`src/rtl/tank_pkg.sv`:
```
// rtl/tank_pkg.sv - shared state/fault encodings and input vector layout for the tank fill controller
package tank_pkg;

  typedef enum logic [1:0] {
    IDLE  = 2'b00,
    FILL  = 2'b01,
    HOLD  = 2'b10,
    FAULT = 2'b11
  } state_t;

  typedef enum logic [1:0] {
    F_NONE    = 2'b00,
    F_SENSOR  = 2'b01,
    F_TIMEOUT = 2'b10
  } fault_t;

  localparam int IN_W    = 7;
  localparam int B_VE    = 0;
  localparam int B_AL    = 1;
  localparam int B_ERRO  = 2;
  localparam int B_CRIT  = 3;
  localparam int B_BAIXO = 4;
  localparam int B_MEDIO = 5;
  localparam int B_ALTO  = 6;

  function automatic logic onehot4(input logic [3:0] v);
    return (v != 4'd0) && ((v & (v - 4'd1)) == 4'd0);
  endfunction

endpackage

```
`src/rtl/tank_in_filter.sv`:
```
// rtl/tank_in_filter.sv - 2-flop synchroniser and debounce filter for the decoder flag vector
module tank_in_filter
  import tank_pkg::*;
#(
  parameter int DEB_CYCLES = 4
) (
  input  logic            clk,
  input  logic            rst_n,
  input  logic [IN_W-1:0] raw_vec,
  output logic [IN_W-1:0] filt_vec,
  output logic            valid
);

  localparam int CNT_W = $clog2(DEB_CYCLES + 1);

  logic [IN_W-1:0]  sync1, sync2, prev;
  logic [CNT_W-1:0] cnt, cnt_next;

  // cnt_next is the number of cycles sync2 has held its current value, saturating
  always_comb begin
    cnt_next = cnt;
    if (sync2 != prev) begin
      cnt_next = CNT_W'(1);
    end else if (cnt != CNT_W'(DEB_CYCLES)) begin
      cnt_next = cnt + CNT_W'(1);
    end
  end

  always_ff @(posedge clk or negedge rst_n) begin
    if (!rst_n) begin
      sync1    <= '0;
      sync2    <= '0;
      prev     <= '0;
      cnt      <= '0;
      filt_vec <= '0;
      valid    <= 1'b0;
    end else begin
      sync1 <= raw_vec;
      sync2 <= sync1;
      prev  <= sync2;
      cnt   <= cnt_next;
      if (cnt_next == CNT_W'(DEB_CYCLES)) begin
        filt_vec <= sync2;
        valid    <= 1'b1;
      end
    end
  end

endmodule

```
`src/rtl/tank_fill_ctrl.sv`:
```
// rtl/tank_fill_ctrl.sv - fill-valve FSM with hysteresis, fill timeout and latched fault
// Optional blinking fault alarm enabled by defining TANK_ALARM_BLINK_EN.
module tank_fill_ctrl
  import tank_pkg::*;
#(
  parameter int DEB_CYCLES   = 4,
  parameter int FILL_TIMEOUT = 1000,
  parameter int BLINK_CYCLES = 8
) (
  input  logic       clk,
  input  logic       rst_n,
  input  logic       ve_req,
  input  logic       al_req,
  input  logic       erro,
  input  logic       nv_critico,
  input  logic       nv_baixo,
  input  logic       nv_medio,
  input  logic       nv_alto,
  input  logic       fault_clr,
  output logic       valve_open,
  output logic       alarm,
  output logic       fault,
  output logic [1:0] fault_code,
  output logic [1:0] state
);

  localparam int TIMER_W = (FILL_TIMEOUT > 1) ? $clog2(FILL_TIMEOUT) : 1;

  logic [IN_W-1:0]    raw_vec, filt;
  logic               valid, sensor_bad, alarm_next;
  state_t             cur, state_next;
  fault_t             code, code_next;
  logic [TIMER_W-1:0] fill_timer;

  assign raw_vec = {nv_alto, nv_medio, nv_baixo, nv_critico, erro, al_req, ve_req};

  tank_in_filter #(.DEB_CYCLES(DEB_CYCLES)) u_filter (
    .clk      (clk),
    .rst_n    (rst_n),
    .raw_vec  (raw_vec),
    .filt_vec (filt),
    .valid    (valid)
  );

  assign sensor_bad = valid &&
      (filt[B_ERRO] || !onehot4({filt[B_ALTO], filt[B_MEDIO], filt[B_BAIXO], filt[B_CRIT]}));

  always_comb begin
    state_next = cur;
    code_next  = code;
    if (!valid) begin
      state_next = IDLE;
    end else if (sensor_bad) begin
      state_next = FAULT;
      if (cur != FAULT) code_next = F_SENSOR;
    end else begin
      case (cur)
        IDLE:  if (filt[B_VE]) state_next = FILL;
        // reaching the high level outranks a coincident timeout
        FILL: begin
          if (filt[B_ALTO] || !filt[B_VE]) begin
            state_next = HOLD;
          end else if (fill_timer == TIMER_W'(FILL_TIMEOUT - 1)) begin
            state_next = FAULT;
            code_next  = F_TIMEOUT;
          end
        end
        HOLD:  if (filt[B_VE] && (filt[B_BAIXO] || filt[B_CRIT])) state_next = FILL;
        FAULT: begin
          if (fault_clr) begin
            state_next = IDLE;
            code_next  = F_NONE;
          end
        end
        default: state_next = IDLE;
      endcase
    end
  end

`ifdef TANK_ALARM_BLINK_EN
  localparam int BLINK_W = (BLINK_CYCLES > 1) ? $clog2(BLINK_CYCLES) : 1;

  logic [BLINK_W-1:0] blink_cnt, blink_cnt_next;
  logic               blink_on, blink_on_next;

  // blink phase restarts high on every entry into FAULT
  always_comb begin
    blink_cnt_next = '0;
    blink_on_next  = 1'b1;
    if (state_next == FAULT && cur == FAULT) begin
      if (blink_cnt == BLINK_W'(BLINK_CYCLES - 1)) begin
        blink_on_next = ~blink_on;
      end else begin
        blink_cnt_next = blink_cnt + BLINK_W'(1);
        blink_on_next  = blink_on;
      end
    end
    alarm_next = (state_next == FAULT) ? blink_on_next : filt[B_AL];
  end

  always_ff @(posedge clk or negedge rst_n) begin
    if (!rst_n) begin
      blink_cnt <= '0;
      blink_on  <= 1'b0;
    end else begin
      blink_cnt <= blink_cnt_next;
      blink_on  <= blink_on_next;
    end
  end
`else
  always_comb begin
    alarm_next = filt[B_AL] || (state_next == FAULT);
  end
`endif

  always_ff @(posedge clk or negedge rst_n) begin
    if (!rst_n) begin
      cur        <= IDLE;
      code       <= F_NONE;
      fill_timer <= '0;
      valve_open <= 1'b0;
      fault      <= 1'b0;
      alarm      <= 1'b0;
    end else begin
      cur        <= state_next;
      code       <= code_next;
      fill_timer <= (cur == FILL && state_next == FILL) ? fill_timer + TIMER_W'(1) : '0;
      valve_open <= (state_next == FILL);
      fault      <= (state_next == FAULT);
      alarm      <= alarm_next;
    end
  end

  assign state      = cur;
  assign fault_code = code;

endmodule
```
`config.mk`:
```
export PLATFORM = sky130hd
export DESIGN_NAME = tank_fill_ctrl
export DESIGN_NICKNAME = d
export VERILOG_FILES = /design/src/rtl/tank_pkg.sv /design/src/rtl/tank_in_filter.sv /design/src/rtl/tank_fill_ctrl.sv
export SDC_FILE = /design/constraint.sdc
export NUM_CORES = 1
export LEC_CHECK = 0
export CAP_MARGIN = 10
export CORE_ASPECT_RATIO = 0.7
export CORE_MARGIN = 1.5
export CORE_UTILIZATION = 60
export DETAILED_ROUTE_END_ITERATION = 6
export GPL_ROUTABILITY_DRIVEN = 0
export PLACE_DENSITY = 0.82
export SETUP_SLACK_MARGIN = 0.5
export SLEW_MARGIN = 20
export SYNTH_ARGS = -nofsm -noshare
export SYNTH_HDL_FRONTEND = slang
export SYNTH_SLANG_ARGS = --single-unit
```
`constraint.sdc`:
```
create_clock -name clk -period 2.7 [get_ports clk]
set_input_delay 0.405 -clock clk [delete_from_list [all_inputs] [get_ports clk]]
set_output_delay 0.405 -clock clk [all_outputs]
set_load 0.01 [all_outputs]
```
; After elaboration in Yosys (flattened, before gate mapping)
; Cells that the tools add are included.
[word_totals]
output_inout_bits = 7
reg_bits = 49
wordCells = 62
[op_classes]
n_reduce_logical = 15
bitwise_logic = 1
eq_ne = 14
mux = 17
addsub = 3
[op_table]
columns = op, n
row1 = two-way mux 2 bit, 12
row2 = "inequality test 3 bit, second input constant", 4
row3 = "adder 10 x 1 -> 10 bit, second input constant", 1
row4 = "equality test 10 bit, second input constant", 1
row5 = two-way mux 10 bit, 1
row6 = case mux 2 bit (4 select lines), 1
row7 = inequality test 7 bit, 1
row8 = "equality test 2 bit, second input constant", 3
row9 = two-way mux 3 bit, 2
row10 = AND reduction 6 bit, 1
row11 = AND 4 bit, 1
row12 = "equality test 2 x 1 -> 1 bit, second input constant", 2
row13 = logical AND 1 bit, 4
row14 = logical NOT 4 bit, 1
row15 = logical OR 1 bit, 4
row16 = case mux 2 bit (2 select lines), 1
row17 = nonzero test 4 bit, 1
row18 = "subtractor 4 x 1 -> 4 bit, second input constant", 1
row19 = "adder 3 x 1 -> 3 bit, second input constant", 1
row20 = "equality test 3 bit, second input constant", 1
row21 = nonzero test 3 bit, 1
row22 = logical NOT 1 bit, 2
row23 = logical NOT 2 bit, 1
row24 = "inequality test 2 x 1 -> 1 bit, second input constant", 1
row25 = "inequality test 2 bit, second input constant", 1

; Longest topological paths before layout
; Gate-level depths: netlist of run 1.
[logic_depth]
ltp_word = 12
mapped_depth = 6

; Hierarchy
; A second synthesis of run 1 with hierarchy kept.
[hier_totals]
hier_cells = 162
area_unflattened_um2 = 2104.5
[by_module_without_submodules]
columns = mod, cells_each, instances, area_each_um2
row1 = tank_in_filter, 64, 1, 1079.8
row2 = tank_fill_ctrl, 98, 1, 1024.7

; Worst setup path before layout of run 1
; Ideal clock, no wire load.
[synth_path]
path_type = register to register
startpoint = reg cur[1] (netlist: state[1])
endpoint = reg code[1] (netlist: fault_code[1])
slack_ns = 0.883
synth_period_minus_slack_ns = 1.817
setup_time_ns = 0.072
path_buffers = 1
path_stages_with_launch = 6
arrival_ns = 1.745
path_cell_list = dfrtp_1 clkbuf_1 nand4bb_1 or4_1 or4b_1 nand4b_1
[synth_via]
elab_chain_cells = 3
elab_cells_between_ends = 11
[synth_rtl]
columns = item, line
row1 = "start, declared", tank_fill_ctrl.sv:31  ; state_t cur, state_next;
row2 = "start signal, assigned", tank_fill_ctrl.sv:125  ; cur <= state_next;
row3 = equality test 2 x 1 -> 1 bit (tied with other cells), tank_fill_ctrl.sv:57  ; case (cur)
row4 = inequality test 3 bit (no source line) (tied with other cells), -
row5 = AND reduction 6 bit (no source line) or two-way mux 2 bit (tied branches), -
row6 = "end signal, assigned", tank_fill_ctrl.sv:126  ; code <= code_next;
row7 = "end, declared", tank_fill_ctrl.sv:32  ; fault_t code, code_next;
; Several ways; a longest one is shown, not always the timed one.
; A chain may end at the register's enable or synchronous reset.

; Worst setup path after layout of run 1
[layout_path]
startpoint = reg u_filter.cnt[0]
endpoint = reg u_filter.filt_vec[3]
[layout_via]
elab_chain_cells = 4
elab_cells_between_ends = 5
[layout_rtl]
columns = item, line
row1 = "start, declared", tank_in_filter.sv:17  ; logic [CNT_W-1:0] cnt, cnt_next;
row2 = "start signal, assigned", tank_in_filter.sv:41  ; cnt <= cnt_next;
row3 = adder 3 x 1 -> 3 bit or inequality test 3 bit (tied branches), "tank_in_filter.sv:25, tank_in_filter.sv:24"
row4 = two-way mux 3 bit (*), tank_in_filter.sv:24  ; end else if (cnt != CNT_W'(DEB_CYCLES)) begin
row5 = two-way mux 3 bit (*), tank_in_filter.sv:22  ; if (sync2 != prev) begin
row6 = equality test 3 bit (*), tank_in_filter.sv:42  ; if (cnt_next == CNT_W'(DEB_CYCLES)) begin
row7 = "end signal, assigned", tank_in_filter.sv:43  ; filt_vec <= sync2;
row8 = "end, declared", tank_in_filter.sv:10  ; output logic [IN_W-1:0] filt_vec,
; Every way passes the cells marked *; elsewhere a longest branch is shown, timed or not.

==> results.rst, run 1 <==
.. list-table::
   :header-rows: 1

   * - Metric
     - Value
   * - Result of the run
     - finished clean
   * - Final std cells w/o fill
     - around 230
   * - Main combinational cell family by area after synthesis
     - simple AND/OR/NAND/NOR gates
   * - Die height
     - around 53 um
   * - Arithmetic-cell share of the synthesized area counting full adders, half adders and majority gates
     - 0.0178
   * - Post-placement cell count
     - 225
   * - Critical Path Max Stage Delay
     - about 0.53 ns
   * - Required arrival time at the worst endpoint
     - between 2 and 3 ns
   * - Antenna diode count
     - 0
   * - Family with the most delay on the worst path
     - simple AND/OR/NAND/NOR gates
   * - Starting density of the core
     - 0.647
   * - Post-layout minimum cycle time
     - between 2 and 2.5 ns
   * - Number of antenna violations at the first check in global routing
     - 0
   * - Synthesized net count
     - 180
   * - Netlist area before placement
     - 2110 sq um
   * - # Max-Cap Violations
     - 0
   * - Fin nets
     - between 150 and 200
   * - Actual transition at the worst max-transition pin
     - ~0.70 ns
   * - Average vias per placed instance
     - ~5.7
   * - RSZ-0062 raised after global routing
     - no
   * - Lkg Pwr
     - 0.998 nW
   * - Library cell used as clock root buffer
     - clkbuf_8
   * - Sequential area share after synthesis
     - 0.582
   * - Unique cell type count in the Yosys netlist
     - 43
   * - Compound-gate portion of the synthesized area
     - 0.0624
   * - Post-synthesis async set-or-reset flop share
     - 1.00
   * - Ports placed on the boundary
     - 17
   * - Type of the worst min-delay path
     - in -> async
   * - Area of the core
     - ~3300 sq um
   * - Largest fanout of any net on the critical path
     - 8
   * - Count of flip-flops with a built-in enable after synthesis
     - 0
   * - Main synth FF type
     - dfrtp_1
   * - Total Power Consumption
     - between 0.001 and 0.0015 W
   * - Cell taking the most area after synthesis
     - dfrtp_1
   * - Area share of the leading cell type in the synthesized netlist
     - 0.582
   * - Element type at the critical path end
     - register
   * - Post-CTS setup repair buffer count
     - 0
   * - Final hold violation count
     - 0
   * - Fraction of synthesized area in multiplexers
     - 0.0475
   * - Number of global-route vias before repair
     - between 1k and 1.5k
   * - Largest clock skew in the final design
     - 0.00637 ns
   * - Cell count after synthesis
     - ~170
   * - Total of hold buffers inserted after clock tree synthesis
     - 0
   * - Post-synthesis simple-gate area fraction
     - 0.194
   * - Signal arrival time at the worst endpoint
     - 2.22 ns
   * - Cts bufs inserted
     - 5
   * - CTS clock-pin slew for the worst setup and hold paths
     - roughly 0.090 ns
   * - Width of the die
     - between 70 and 80 um
   * - Most frequent cells in the layout
     - 49 x dfrtp_1, 15 x clkdlybuf4s50_1, 13 x xnor2_1, 9 x nand2_1, 9 x nor3_2
   * - Final HPWL DP
     - 2.42 mm
   * - Smallest hold slack
     - 0.0980 ns
   * - TritonCTS clock tree
     - done
   * - Remaining design rule violation count
     - 0
   * - Growth of design area from synthesis to finish
     - 13.7%
   * - Worst vdd ir
     - around 450 uV
   * - Cell chain of the critical path
     - inv_1 > ha_1 > nand3b_1 > o21ai_0 > nor4_4 > mux2_2
   * - Via count
     - ~1.3k
   * - Maximum clock path buffer count
     - 2
   * - Post-Synth XOR/XNOR Area
     - 0.0707
   * - Post-synthesis sequential element count
     - 49
   * - Commonest non-fill, non-tap cell in the layout
     - dfrtp_1
   * - Pin count of the biggest net entering global routing
     - 50
   * - PD cells
     - between 500 and 600 nW/um^2
   * - Max transition margin
     - 0.533
   * - Number of design-rule violations left by the first detailed-router iteration
     - ~120
   * - Highest clock frequency the design can meet
     - around 500 MHz
   * - Worst path bufs/invs
     - 1
   * - Final antenna-violating net count
     - 0
   * - Number of warnings issued by yosys
     - 0
   * - Post-route fraction of the period consumed by the critical path
     - 0.748
   * - Clock H-tree levels
     - 2
   * - Detail-routed net length per standard cell
     - between 10 and 15 um
   * - Global-route wire length before repair
     - between 5 and 6 mm
   * - Worst-skew pair later-pin latency
     - approximately 0.31 ns
   * - Max-slew violation count
     - 0
   * - GRT Resource Usage Total
     - 0.212
   * - Total number of clock tree sinks
     - roughly 50
   * - Count of TritonRoute iterations in the first routing pass
     - 4
   * - Cell types with the largest area share after synthesis
     - dfrtp_1 58%, xnor2_1 5.4%, nor3_2 4.3%, mux2_2 4.3%, ha_1 1.8%
   * - I/O Buffers
     - 16
   * - Number of setup violations in the final report
     - 0
   * - Slowest stage cell, crit path
     - nor4_4
   * - Remaining global-route overflow
     - 0
   * - Syn avg cell area
     - between 10 and 15 sq um
   * - Floorplan row count
     - 17
   * - Fraction of layout cells with a size suffix above 1
     - 0.172
   * - Total routed wirelength
     - 3.43 mm
   * - TNS Setup
     - 0 ns
   * - Nature of the critical path startpoint
     - register
   * - Classification of the worst setup path
     - reg -> reg
   * - Area enclosed by the die boundary
     - 3880 sq um
power by group:
| part | switching (W) | internal, W |
|---|---|---|
| clock network | 0.000251 | 0.000213 |
| registers | 0.00000968 | 0.000749 |
| logic | 0.0000226 | 0.0000198 |
area by class of cell:
class	instances	area [sq um]
sequential	49	1230
fill	222	860
multi-input combinational	107	830
timing repair buffer	16	158
clock buffer	6	82.6
tap	47	58.8
inverter	6	22.5
clock inverter	2	17.5
cells by family after synthesis:
| family | Yosys count |
|---|---|
| AND/OR/NAND/NOR | 59 |
| multiplexers | 9 |
| flip-flops | 49 |
| buffers and inverters | 11 |
| AO/OA/AOI/OAI | 19 |
| adder cells (fa/ha/maj) | 3 |
| XOR/XNOR | 17 |
worst register-to-register path, stage by stage (launching register included):
cell      delay (ns)
dfrtp_1         0.41
inv_1           0.10
ha_1            0.19
nand3b_1        0.11
o21ai_0         0.17
nor4_4          0.53
mux2_2          0.40
metrics by stage:
stage | worst slack, ns | area (sq um) | util
after floorplan | 0.883 | 2110 | -
after global placement | 0.670 | 2290 | 0.703
after detailed placement | 0.589 | 2290 | 0.703
after CTS | 0.555 | 2390 | 0.734
after global routing | 0.543 | 2390 | 0.736
final | 0.681 | 2390 | 0.736
cells in the mapped netlist, types with 2 or more instances:
cell type / instances
a211oi_1: 2
a21oi_1: 2
clkbuf_1: 2
dfrtp_1: 49
ha_1: 3
inv_1: 6
mux2_2: 8
nand2_1: 9
nand2b_1: 2
nand3_1: 5
nand3b_1: 2
nand4_1: 3
nand4b_1: 2
nor2_1: 8
nor2b_1: 2
nor3_1: 2
nor3_2: 9
nor4b_1: 2
o211ai_1: 3
o21ai_0: 4
o22ai_1: 2
or2_2: 2
or4_1: 2
or4b_1: 2
xnor2_1: 13
xor2_1: 4
flip-flops by register name, summed over array words and instances (netlist names), 2 cells and up:
signal / cells
u_filter.prev: 7
u_filter.cnt: 3
state: 2
fill_timer: 10
u_filter.filt_vec: 7
u_filter.sync2: 7
fault_code: 2
u_filter.sync1: 7
worst paths after layout:
check	start	end	slack, ns	depth (start not counted)
setup / recovery	u_filter.cnt[0]	u_filter.filt_vec[3]	0.68	6
hold / removal	rst_n	u_filter.cnt[0]	0.1	1
setup reg to reg	u_filter.cnt[0]	u_filter.filt_vec[3]	0.68	6
hold reg to reg	u_filter.sync1[6]	u_filter.sync2[6]	0.36	0
max in group asynchronous	rst_n	u_filter.prev[1]	2.20	1
min in group clk	u_filter.sync1[6]	u_filter.sync2[6]	0.36	0
what timing repair did:
item / CTS / global route
setup endpoints to repair: 0 / 11
hold endpoints to repair: 0 / 0
gates resized for setup: 0 / 2
routing by layer:
layer | global-route usage | up-vias | wire length, um
li1 | - | 628 | -
met4 | 0.0741 | 0 | 48
met5 | 0 | - | 0
met2 | 0.300 | 39 | 1500
met1 | 0.298 | 657 | 1660
met3 | 0.0808 | 5 | 218
(Power assumes the default switching activity.)
==> inputs of run 2 (changes only) <==
- CORE_UTILIZATION: 60 -> 57
- PLACE_DENSITY: 0.82 -> 0.78
- clock period: 2.7 -> 2 ns (I/O delays scaled with it)
==> run 2 against run 1 <==
  * Final area increased by 17%
  * First-iteration DRC count is 67% higher
  * Total power rose by 32%
  * Routed wire length up 30%
  * Count of clock-buffer cells in the layout is 1 lower
  * Hold slack better by 0.26 ns
  * Core utilization is 5.6 points higher
  * Worst setup slack got worse by 0.56 ns
  * Global-route usage increased by 1.4 points
  * Critical path depth fell by 1
  * Clock power up 23%
  * Combinational power up 82%
==> results.rst, run 2 (same netlist as run 1, synthesis figures left out) <==
.. list-table::
   :header-rows: 1

   * - Metric
     - Value
   * - Global-route wire length before repair
     - 6.60 mm (was 5.87 mm)
   * - Max-slew violation count
     - 0 (unchanged)
   * - Post-route worst setup slack
     - 0.125 ns (was 0.681 ns)
   * - Post-route fraction of the period consumed by the critical path
     - 0.937 (was 0.748)
   * - Width of the die
     - 75.6 um (was 73.8 um)
   * - PD cells
     - 598 nW/um^2 (was 528 nW/um^2)
   * - Final hold violation count
     - 0 (unchanged)
   * - Worst-skew pair later-pin latency
     - 0.31 ns (about the same)
   * - Count of TritonRoute iterations in the first routing pass
     - 4 (unchanged)
   * - Classification of the worst setup path
     - reg -> reg (unchanged)
   * - Die height
     - 53.9 um (was 52.6 um)
   * - Total Power Consumption
     - 0.00167 W (was 0.00127 W)
   * - Largest register FFs
     - 10 (unchanged)
   * - Ports placed on the boundary
     - 17 (unchanged)
   * - Maximum clock path buffer count
     - 2 (unchanged)
   * - Dpl ws
     - 0.110 ns (was 0.589 ns)
   * - Average vias per placed instance
     - 5.67 (was 5.70)
   * - Cts bufs inserted
     - 5 (unchanged)
   * - I/O Buffers
     - 16 (unchanged)
   * - Number of setup violations in the final report
     - 0 (unchanged)
   * - Most frequent cells in the layout
     - 46 x dfrtp_1, 19 x buf_4, 11 x xnor2_1, 9 x clkdlybuf4s50_1, 8 x nand2_1 (was 49 x dfrtp_1, 15 x clkdlybuf4s50_1, 13 x xnor2_1, 9 x nand2_1, 9 x nor3_2)
   * - Actual transition at the worst max-transition pin
     - 0.408 ns (was 0.696 ns)
   * - Number of global-route vias before repair
     - 1370 (was 1277)
   * - Fill cell count
     - 200 (was 222)
   * - Max transition margin
     - 0.724 (was 0.533)
   * - Final antenna-violating net count
     - 0 (unchanged)
   * - Register with the most flip-flops
     - fill_timer (unchanged)
   * - # Max-Cap Violations
     - 0 (unchanged)
   * - CTS clock-pin slew for the worst setup and hold paths
     - 0.09 ns (about the same)
   * - Detail-routed net length per standard cell
     - 17.0 um (was 14.7 um)
   * - RSZ-0062 raised after global routing
     - yes (was no)
   * - TNS Setup
     - 0 ns (unchanged)
   * - Pin count of the biggest net entering global routing
     - 22 (was 50)
   * - Total number of clock tree sinks
     - 49 (unchanged)
   * - Post-placement cell count
     - 236 (was 225)
   * - Type of the worst min-delay path
     - reg -> reg (was in -> async)
   * - Area of the core
     - 3540 sq um (was 3250 sq um)
   * - Fraction of layout cells with a size suffix above 1
     - 0.365 (was 0.172)
   * - Growth of design area from synthesis to finish
     - 32.9% (was 13.7%)
   * - Starting density of the core
     - 0.596 (was 0.647)
   * - Result of the run
     - finished clean (unchanged)
   * - Smallest hold slack
     - 0.354 ns (was 0.0980 ns)
   * - Total routed wirelength
     - 4.44 mm (was 3.43 mm)
   * - Highest clock frequency the design can meet
     - 533 MHz (was 495 MHz)
   * - Final std cells w/o fill
     - 261 (was 233)
   * - Number of antenna violations at the first check in global routing
     - 0 (unchanged)
   * - Worst vdd ir
     - 530 uV (was 447 uV)
   * - Floorplan row count
     - 18 (was 17)
   * - Element type at the critical path end
     - register (unchanged)
   * - Required arrival time at the worst endpoint
     - 2.23 ns (was 2.90 ns)
   * - Largest clock skew in the final design
     - 0.00699 ns (was 0.00637 ns)
   * - Remaining design rule violation count
     - 0 (unchanged)
   * - Number of design-rule violations left by the first detailed-router iteration
     - 192 (was 115)
   * - Via count
     - 1480 (was 1329)
   * - Remaining global-route overflow
     - 0 (unchanged)
   * - Area enclosed by the die boundary
     - 4070 sq um (was 3880 sq um)
   * - Signal arrival time at the worst endpoint
     - 2.11 ns (was 2.22 ns)
   * - Fin nets
     - 224 (was 198)
   * - Lkg Pwr
     - 1.21 nW (was 0.998 nW)
   * - Antenna diode count
     - 0 (unchanged)
   * - GRT Resource Usage Total
     - 0.226 (was 0.212)
   * - Library cell used as clock root buffer
     - clkbuf_8 (unchanged)
   * - Clock H-tree levels
     - 2 (unchanged)
   * - TritonCTS clock tree
     - done (unchanged)
   * - Final HPWL DP
     - 2.83 mm (was 2.42 mm)
   * - Commonest non-fill, non-tap cell in the layout
     - dfrtp_1 (unchanged)
   * - Post-layout minimum cycle time
     - 1.87 ns (was 2.02 ns)
   * - Nature of the critical path startpoint
     - register (unchanged)
   * - Largest fanout of any net on the critical path
     - 5 (was 8)
==> run 2: cell count changes in the layout (fill, tap and decap cells not counted), moves of 4 or more <==
cell / previous run / this run
buf_4: 1 / 19
buf_6: 0 / 4
clkdlybuf4s50_1: 15 / 9
mux2_2: 8 / 2
mux2_4: 0 / 6
nor3_2: 9 / 4
nor3_4: 0 / 5
==> run 2: path summary, 6_finish.rpt <==
path,slack (ns),start,endpoint,depth (start not counted)
min in group asynchronous,0.42,rst_n,u_filter.prev[1],2
worst max-delay path,0.13,u_filter.filt_vec[3],fill_timer[2],5
worst max register to register,0.13,u_filter.filt_vec[3],fill_timer[2],5
max in group asynchronous,0.99,rst_n,u_filter.filt_vec[6],3
worst min register to register,0.35,u_filter.sync1[6],u_filter.sync2[6],0
worst min-delay path,0.35,u_filter.sync1[6],u_filter.sync2[6],0
==> run 2: where the power goes <==
| group | internal (W) | switching [W] | leakage (nW) |
|---|---|---|---|
| Clock | 0.000241 | 0.000329 | 0.0402 |
| Combinational | 0.0000397 | 0.0000371 | 0.554 |
| Sequential | 0.00101 | 0.0000139 | 0.615 |
==> run 2: layer usage <==
metal / track usage / vias to the layer above / routed length (um)
li1: - / 684 / -
met2: 0.346 / 60 / 2050
met3: 0.0562 / 13 / 284
met1: 0.317 / 723 / 1990
met5: 0 / - / 0
met4: 0.0774 / 0 / 114
==> run 2: layout make-up <==
type,instances,area (sq um),area share
clock buffers,5,68.8,0.0246
clock inverters,2,16.3,0.00581
inverters,6,22.5,0.00805
multi-input cells,107,1010,0.361
flip-flops and latches,49,1230,0.439
well taps,50,62.6,0.0224
repair buffers,42,388,0.139
==> run 2: critical path, stage by stage (launching register included) <==
cell and delay [ns]:
dfrtp_1 0.43, nor4b_2 0.41, a211oi_2 0.11, or4b_4 0.53, buf_8 0.17, nor3_4 0.15
==> run 2: repair_timing <==
action / in CTS / in global routing
hold buffers: 1 / 0
buffers inserted: 11 / 5
endpoints found under the setup margin: 28 / 29
cloned: 0 / 1
gates resized for setup: 17 / 31
hold endpoints to repair: 13 / 0
pin swaps: 6 / 10
==> run 2: stage by stage <==
stage           util  instance area (sq um)
4_1_cts        0.745                   2630
6_report       0.792                   2800
3_3_place_gp   0.677                   2390
3_5_place_dp   0.677                   2390
2_1_floorplan      -                   2150
5_1_grt        0.792                   2800
==> inputs of run 3 (changes only) <==
- SETUP_SLACK_MARGIN: 0.5 -> 0.1
==> run 3 against run 2 <==
  * Cell count shrank 4.2%
  * Largest power group unchanged
  * Highest routed layer unchanged
  * Sequential share of layout area rose by 3.0 points
  * Routed wire length is 10% lower
  * Core utilization down 5.1 points
  * Count of clock-buffer cells in the layout is the same
  * Sequential cell count unchanged
==> results.rst, run 3 (same netlist as run 1, synthesis figures left out) <==
.. list-table::
   :header-rows: 1

   * - Metric
     - Value
   * - Starting density of the core
     - 0.596 (unchanged)
   * - Commonest non-fill, non-tap cell in the layout
     - dfrtp_1 (unchanged)
   * - Type of the worst min-delay path
     - in -> async (was reg -> reg)
   * - RSZ-0062 raised after global routing
     - yes (unchanged)
   * - Highest clock frequency the design can meet
     - 548 MHz (was 533 MHz)
   * - Max transition margin
     - 0.601 (was 0.724)
   * - Fraction of layout cells with a size suffix above 1
     - 0.265 (was 0.365)
   * - Most repeated library cell on the critical path
     - nand4b_1
   * - Count of TritonRoute iterations in the first routing pass
     - 6 (was 4)
   * - Global-route wire length before repair
     - 6.34 mm (was 6.60 mm)
   * - Total routed wirelength
     - 3.98 mm (was 4.44 mm)
   * - Final antenna-violating net count
     - 0 (unchanged)
   * - Post-layout minimum cycle time
     - 1.83 ns (was 1.87 ns)
   * - Element type at the critical path end
     - register (unchanged)
   * - Total number of clock tree sinks
     - 49 (unchanged)
   * - Max-slew violation count
     - 0 (unchanged)
   * - Area of the core
     - 3540 sq um (unchanged)
   * - Family with the most delay on the worst path
     - simple AND/OR/NAND/NOR gates (unchanged)
   * - Lkg Pwr
     - 1.09 nW (was 1.21 nW)
   * - Area enclosed by the die boundary
     - 4070 sq um (unchanged)
   * - # Max-Cap Violations
     - 0 (unchanged)
   * - Critical Path Max Stage Delay
     - 0.48 ns (was 0.53 ns)
   * - GRT Resource Usage Total
     - 0.218 (was 0.226)
   * - Slowest stage cell, crit path
     - or4b_1 (was or4b_4)
   * - Maximum clock path buffer count
     - 2 (unchanged)
   * - TNS Setup
     - 0 ns (unchanged)
   * - Growth of design area from synthesis to finish
     - 24.3% (was 32.9%)
   * - Largest clock skew in the final design
     - 0.00364 ns (was 0.00699 ns)
   * - Cell chain of the critical path
     - ha_4 > nand4b_1 > or4_1 > or4b_1 > nand4b_1 (was nor4b_2 > a211oi_2 > or4b_4 > buf_8 > nor3_4)
   * - Fin nets
     - 212 (was 224)
   * - Nature of the critical path startpoint
     - register (unchanged)
   * - Pin count of the biggest net entering global routing
     - 50 (was 22)
   * - CTS clock-pin slew for the worst setup and hold paths
     - 0.09 ns (about the same)
   * - Worst-skew pair later-pin latency
     - 0.30 ns (was 0.31 ns)
   * - Signal arrival time at the worst endpoint
     - 2.06 ns (was 2.11 ns)
   * - Final HPWL DP
     - 2.69 mm (was 2.83 mm)
   * - Remaining global-route overflow
     - 0 (unchanged)
   * - Most frequent cells in the layout
     - 47 x dfrtp_1, 15 x clkdlybuf4s50_1, 12 x xnor2_1, 11 x buf_4 (was 46 x dfrtp_1, 19 x buf_4, 11 x xnor2_1, 9 x clkdlybuf4s50_1, 8 x nand2_1)
   * - Total of hold buffers inserted after clock tree synthesis
     - 0 (was 1)
   * - Library cell used as clock root buffer
     - clkbuf_8 (unchanged)
   * - Detail-routed net length per standard cell
     - 15.9 um (was 17.0 um)
   * - Floorplan row count
     - 18 (unchanged)
   * - Register with the most flip-flops
     - fill_timer (unchanged)
   * - Utilization of the core after routing
     - 0.740 (was 0.792)
   * - Remaining design rule violation count
     - 0 (unchanged)
   * - Ports placed on the boundary
     - 17 (unchanged)
   * - Largest fanout of any net on the critical path
     - 3 (was 5)
   * - Width of the die
     - 75.6 um (unchanged)
   * - Fill cell count
     - 233 (was 200)
   * - I/O Buffers
     - 16 (unchanged)
   * - Result of the run
     - finished clean (unchanged)
   * - Number of design-rule violations left by the first detailed-router iteration
     - 175 (was 192)
   * - Via count
     - 1398 (was 1480)
   * - Final hold violation count
     - 0 (unchanged)
   * - Largest register FFs
     - 10 (unchanged)
   * - Classification of the worst setup path
     - reg -> reg (unchanged)
   * - Die height
     - 53.9 um (unchanged)
   * - Required arrival time at the worst endpoint
     - 2.24 ns (was 2.23 ns)
   * - TritonCTS clock tree
     - done (unchanged)
   * - PD cells
     - 691 nW/um^2 (was 598 nW/um^2)
   * - Number of setup violations in the final report
     - 0 (unchanged)
   * - Actual transition at the worst max-transition pin
     - 0.599 ns (was 0.408 ns)
   * - Post-placement cell count
     - 235 (was 236)
   * - Cts bufs inserted
     - 5 (unchanged)
   * - Worst vdd ir
     - 599 uV (was 530 uV)
   * - Post-route worst setup slack
     - 0.175 ns (was 0.125 ns)
   * - Antenna diode count
     - 0 (unchanged)
   * - Clock H-tree levels
     - 2 (unchanged)
   * - Final std cells w/o fill
     - 250 (was 261)
   * - Number of global-route vias before repair
     - 1321 (was 1370)
   * - Average vias per placed instance
     - 5.59 (was 5.67)
   * - Number of antenna violations at the first check in global routing
     - 0 (unchanged)
   * - Post-route fraction of the period consumed by the critical path
     - 0.913 (was 0.937)
   * - Dpl ws
     - 0.0987 ns (was 0.110 ns)
   * - Worst path bufs/invs
     - 0 (was 1)
## run 3: cell count changes in the layout (fill, tap and decap cells not counted), moves of 3 or more
cell / change
clkdlybuf4s50_1: +6
mux2_4: -6
nor3_4: -5
buf_4: -8
dlymetal6s2s_1: -3
nor3_2: +5
mux2_2: +6
## run 3: worst reg2reg max path, stage by stage (launching register included)
cell and delay (ns):
dfrtp_1 0.42, ha_4 0.16, nand4b_1 0.12, or4_1 0.47, or4b_1 0.48, nand4b_1 0.11
## run 3: per-stage QoR
stage	cell area (sq um)	total power [W]	hold WS (ns)
2_1_floorplan	2110	0.00106	0.00441
3_3_place_gp	2360	0.00110	0.334
3_5_place_dp	2360	0.00110	0.335
4_1_cts	2490	0.00181	0.107
5_1_grt	2620	0.00187	0.144
6_report	2620	0.00181	0.0873
## run 3: report_power, final
part	switching, W	total (W)	internal, W
clock	0.000340	0.000721	0.000381
combinational	0.0000315	0.0000621	0.0000306
sequential	0.0000144	0.00103	0.00101
## run 3: timing repair
item / CTS / global route
gates resized for setup: 3 / 12
setup endpoints to repair: 17 / 21
setup buffers: 1 / 6
pin swaps: 0 / 2
## run 3: final timing paths
path / from / to / slack [ns] / depth (start not counted)
min: rst_n / u_filter.cnt[1] / 0.09 / 2
min in group clk: u_filter.sync1[4] / u_filter.sync2[4] / 0.35 / 0
min reg2reg: u_filter.sync1[4] / u_filter.sync2[4] / 0.35 / 0
max in group asynchronous: rst_n / u_filter.filt_vec[5] / 1.49 / 2
max reg2reg: fill_timer[1] / fault_code[1] / 0.17 / 5
max: fill_timer[1] / fault_code[1] / 0.17 / 5
## run 3: routing by layer
layer  global-route usage  wire length [um]
met1                0.306              1840
met2                0.341              1890
met3               0.0506               230
met4               0.0685                17
met5                    0                 0
## run 3: layout make-up
class / instances / area (sq um) / share of cell area
sequential: 49 / 1230 / 0.469
multi-input combinational: 107 / 907 / 0.347
timing repair buffer: 30 / 280 / 0.107
clock buffer: 5 / 68.8 / 0.0263
tap: 50 / 62.6 / 0.0239
clock inverter: 3 / 47.5 / 0.0182
inverter: 6 / 22.5 / 0.00860
